[config.mk]
export PLATFORM = sky130hd
export DESIGN_NAME = btn_conditioner
export DESIGN_NICKNAME = d
export VERILOG_FILES = /design/src/rtl/btn_pkg.sv /design/src/rtl/debounce_channel.sv /design/src/rtl/btn_conditioner.sv
export SDC_FILE = /design/constraint.sdc
export NUM_CORES = 1
export LEC_CHECK = 0
export CAP_MARGIN = 10
export CELL_PAD_IN_SITES_DETAIL_PLACEMENT = 1
export CELL_PAD_IN_SITES_GLOBAL_PLACEMENT = 2
export CORE_MARGIN = 2
export CORE_UTILIZATION = 45
export DETAILED_ROUTE_END_ITERATION = 16
export DONT_BUFFER_PORTS = 1
export HOLD_SLACK_MARGIN = 0.15
export PLACE_DENSITY = 0.94
export SYNTH_ARGS = -nofsm -noshare
export SYNTH_HDL_FRONTEND = slang
export SYNTH_SLANG_ARGS = --single-unit
[constraint.sdc]
create_clock -name clk -period 12.05 [get_ports clk]
set_input_delay 3.615 -clock clk [delete_from_list [all_inputs] [get_ports clk]]
set_output_delay 3.615 -clock clk [all_outputs]
set_load 0.01 [all_outputs]
[src/rtl/btn_pkg.sv]
// Shared constants for the push-button front end: channel index map and default debounce time.
package btn_pkg;

    localparam int BTN_LEFT            = 0;
    localparam int BTN_RIGHT           = 1;
    localparam int BTN_JUMP            = 2;
    localparam int BTN_DOWN            = 3;
    localparam int NUM_BTN_DEF         = 4;

    // 10 ms at the 65 MHz pixel clock
    localparam int DEBOUNCE_CYCLES_DEF = 650_000;

    function automatic int cnt_width(input int cycles);
        return $clog2(cycles + 1);
    endfunction

endpackage

[src/rtl/debounce_channel.sv]
// One button channel: 2-flop synchroniser, stability counter, and registered press/release pulses.
module debounce_channel
    import btn_pkg::*;
#(
    parameter int DEBOUNCE_CYCLES = DEBOUNCE_CYCLES_DEF
) (
    input  logic clk,
    input  logic rst,
    input  logic in,
    output logic level,
    output logic press,
    output logic rls
);

    if (DEBOUNCE_CYCLES < 1) begin : g_bad_cfg
        $error("debounce_channel: DEBOUNCE_CYCLES must be >= 1");
    end

    localparam int              CNT_W    = cnt_width(DEBOUNCE_CYCLES);
    localparam logic [CNT_W-1:0] CNT_LAST = CNT_W'(DEBOUNCE_CYCLES - 1);

    logic [1:0]       sync_q, sync_d;
    logic [CNT_W-1:0] cnt_q, cnt_d;
    logic             level_q, level_d;
    logic             level_dly_q, level_dly_d;
    logic             press_q, press_d;
    logic             rls_q, rls_d;

    always_comb begin
        sync_d  = {sync_q[0], in};
        level_d = level_q;
        cnt_d   = cnt_q;
        // Any sample agreeing with the current level restarts the stability window.
        if (sync_q[1] == level_q) begin
            cnt_d = '0;
        end else if (cnt_q == CNT_LAST) begin
            level_d = sync_q[1];
            cnt_d   = '0;
        end else begin
            cnt_d = cnt_q + CNT_W'(1);
        end
        level_dly_d = level_q;
        press_d     = level_q & ~level_dly_q;
        rls_d       = ~level_q & level_dly_q;
    end

    always_ff @(posedge clk or posedge rst) begin
        if (rst) begin
            sync_q      <= '0;
            cnt_q       <= '0;
            level_q     <= 1'b0;
            level_dly_q <= 1'b0;
            press_q     <= 1'b0;
            rls_q       <= 1'b0;
        end else begin
            sync_q      <= sync_d;
            cnt_q       <= cnt_d;
            level_q     <= level_d;
            level_dly_q <= level_dly_d;
            press_q     <= press_d;
            rls_q       <= rls_d;
        end
    end

    assign level = level_q;
    assign press = press_q;
    assign rls   = rls_q;

endmodule

[src/rtl/btn_conditioner.sv]
// Player push-button front end: optional polarity inversion, then one independent debouncer per pin.
module btn_conditioner
    import btn_pkg::*;
#(
    parameter int NUM_BTN         = NUM_BTN_DEF,
    parameter int DEBOUNCE_CYCLES = DEBOUNCE_CYCLES_DEF,
    parameter bit ACTIVE_LOW      = 1'b0
) (
    input  logic               clk,
    input  logic               rst,
    input  logic [NUM_BTN-1:0] btn_raw,
    output logic [NUM_BTN-1:0] btn_level,
    output logic [NUM_BTN-1:0] btn_press,
    output logic [NUM_BTN-1:0] btn_release
);

    logic [NUM_BTN-1:0] btn_in;

    // Normalise to 1 = pressed before the synchroniser so everything downstream is polarity-free.
    assign btn_in = btn_raw ^ {NUM_BTN{ACTIVE_LOW}};

    for (genvar i = 0; i < NUM_BTN; i++) begin : g_ch
        debounce_channel #(
            .DEBOUNCE_CYCLES(DEBOUNCE_CYCLES)
        ) u_ch (
            .clk   (clk),
            .rst   (rst),
            .in    (btn_in[i]),
            .level (btn_level[i]),
            .press (btn_press[i]),
            .rls   (btn_release[i])
        );
    end

endmodule

==> run_results.csv <==
group,metric,value,unit
critical_path,path_max_fanout,6,
critical_path,criticalPathCategory,"reg -> out",
clocking,cts_tree,"built",
final_layout,area_delta_synth_final,5.64,%
clocking,clockBufferDepth,2,
yosys,synth_compound_area_frac,0.0391,
timing,max_freq,0.222,GHz
power,pwr-share-clk,0.383,
clocking,post_cts_buffers,0,
clocking,cts_buffers,9,
critical_path,arrival,890,ps
clocking,cts_resized,0,
final_layout,final_area,5130,sq um
global_routing,grt_pass1_wl,17500,microns
yosys,yosysMostFrequentCell,"dfrtp_1",
power,p_comb_frac,0.030,
global_routing,grt_usage,0.190,
placed_design,dpl.hpwl,7060,microns
clocking,hold_buffers,0,
timing,post-route-period-util,0.374,
routing,drt_iter0_drc,158,
global_routing,antenna_found_initial,2,
min_path,holdCritPathClass,"reg -> reg",
yosys,syn_nets,476,
run,drv_cap,0,
final_layout,drive_gt1_frac,0.0730,
routing,viasPerCell,5.60,
power,swShare,0.225,
timing,final-hold-violation-count,0,
yosys,syn_inst,466,
yosys,synth-seq-cells,104,
global_routing,grt_max_degree,67,
outcome,status,"finished, final reports clean",
yosys,yosysWarnings,0,
die,num_rows,37,
yosys,ys_types,43,
yosys,yosysSeqAreaShare,0.535,
clocking,clock_latency,370,ps
routing,dr_total_vias,3373,
die,die_h,108,microns
yosys,synthTopCellsByArea,"dfrtp_1 (54%), xnor2_1 (8.3%), nor2_1 (6.2%)",
power,seq_power_share,0.587,
power,power.density,119,nW/um^2
placed_design,io_buffers,0,
yosys,async_flop_share,1.00,
timing,timing.hold.ws,363,ps
routing,wl,10100,microns
timing,max_slew_margin,0.450,
power,p_total,0.610,mW
routing,final_antenna_net_count,0,
power,ir_drop,0.0653,mV
die,die_w,108,microns
power,p_switching,0.137,mW
clocking,cts-root-buf,"clkbuf_8",
timing,rsz0062_at_grt,"false",
yosys,synthSimpleGateAreaFrac,0.246,
yosys,synthTopCellsByCount,"dfrtp_1 (104), nor2_1 (80), xnor2_1 (46), nand3_1 (23), nand4_1 (22)",
yosys,syn_area,4860,sq um
timing,report.final.slew_viol_count,0,
clocking,h-tree-depth,3,
final_layout,nets,471,
clocking,clk_pin_slew,100,ps
timing,finalSetupViolCount,0,
critical_path,cp-end-kind,"output pin",
timing,tns,0,ps
power,cellLeakagePower,2.06,nW
final_layout,antenna_cells,0,
placed_design,place_area,4920,sq um
routing,drc,0,
global_routing,grt_pass1_vias,3547,
die,dieArea,11600,sq um
placed_design,gp_congestion,0.759,
routing,first_pass_iters,4,
die,core_area,10400,sq um
yosys,synth_edf_count,0,
yosys,synthXorXnorAreaFrac,0.110,
routing,wl_per_cell,16.7,microns
yosys,avgSynthCellArea,10.4,sq um
yosys,synth_ff_type,"dfrtp_1",
yosys,muxShareOfSynthArea,0.0154,
yosys,synth_top_area_frac,0.535,
die,io_pins,18,
yosys,yosysTopAreaCell,"dfrtp_1",
yosys,synth-adder-area-share,0.0103,
die,start_util,0.467,
timing,tightestPinTransition,825,ps
timing,skew,17.3,ps
power,intPower,0.472,mW
critical_path,worstPathRequired,8430,ps
global_routing,globalRoute.totalOverflow,0,
critical_path,critPathLaunchType,"flop",
yosys,synth_top_family_by_area,"simple AND/OR/NAND/NOR gates",
timing,post-route-min-period,4500,ps
clocking,cts.sinks,104,
## registers in the layout, summed over array words and instances, names as in the netlist
register and flops:
g_ch.u_ch.cnt_q 80, g_ch.u_ch.level 4, g_ch.u_ch.level_dly_q 4, g_ch.u_ch.press 4, g_ch.u_ch.rls 4, g_ch.u_ch.sync_q 8
## per-stage QoR
step            util  setup slack, ps  cells
2_1_floorplan      -             5700    466
6_report       0.493             7550    602
3_3_place_gp   0.472             7270    586
5_1_grt        0.493             7470    602
4_1_cts        0.493             7530    602
3_5_place_dp   0.472             7200    586
## path summary, 6_finish.rpt
| kind | from | endpoint | slack [ps] | depth (start not counted) |
|---|---|---|---|---|
| hold reg to reg | g_ch[2].u_ch.sync_q[0] | g_ch[2].u_ch.sync_q[1] | 360 | 0 |
| min in group asynchronous | rst | g_ch[0].u_ch.cnt_q[4] | 3140 | 1 |
| hold / removal | g_ch[2].u_ch.sync_q[0] | g_ch[2].u_ch.sync_q[1] | 360 | 0 |
| max in group asynchronous | rst | g_ch[2].u_ch.level_dly_q | 7700 | 2 |
| setup / recovery | g_ch[1].u_ch.level | btn_level[1] | 7550 | 0 |
| setup reg to reg | g_ch[2].u_ch.cnt_q[12] | g_ch[2].u_ch.cnt_q[3] | 9730 | 4 |
## power by group through the flow
stage,Combinational [mW],Sequential [mW],Clock (mW)
6_report,0.0186,0.358,0.233
5_1_grt,0.0221,0.359,0.254
4_1_cts,0.0197,0.358,0.242
3_5_place_dp,0.0196,0.365,0
3_3_place_gp,0.0187,0.364,0
2_1_floorplan,0.0150,0.363,0
## per-layer routing
| layer | track usage | wire length [microns] |
|---|---|---|
| met1 | 0.260 | 4760 |
| met2 | 0.314 | 4920 |
| met3 | 0.0319 | 258 |
| met4 | 0.0559 | 123 |
| met5 | 0 | 0 |
## placed cells by master, fill, tap and decap left out, drive strengths merged, types with 4 or more instances in the layout
cell and n:
dfrtp 104, nor2 80, xnor2 46, nand3 25, nand4 24, inv 21
nor4 18, nor3 15, xor2 15, nand2 14, o21ai 14, clkbuf 13
or3 11, a21oi 10, nor2b 8, and4 6, and3 4, nor4b 4
mux2 4, ha 4, or4 4
## cells by family (layout without fill, tap and decap cells)
family | count (synthesis) | count (layout)
mux | 7 | 7
simple gates | 220 | 220
flops | 104 | 104
xor+xnor | 61 | 61
buf+inv | 39 | 39
compound gates | 31 | 31
fa+ha+maj | 4 | 4
## cell type report
cell class / instances / area, sq um
flip-flops and latches: 104 / 2600
clock inverters: 3 / 47.5
well taps: 136 / 170
fillers: 1147 / 5280
clock buffers: 13 / 169
multi-input cells: 323 / 2050
repair buffers: 3 / 22.5
inverters: 20 / 77.6
No activity file was read; power rests on OpenSTA's default activity.
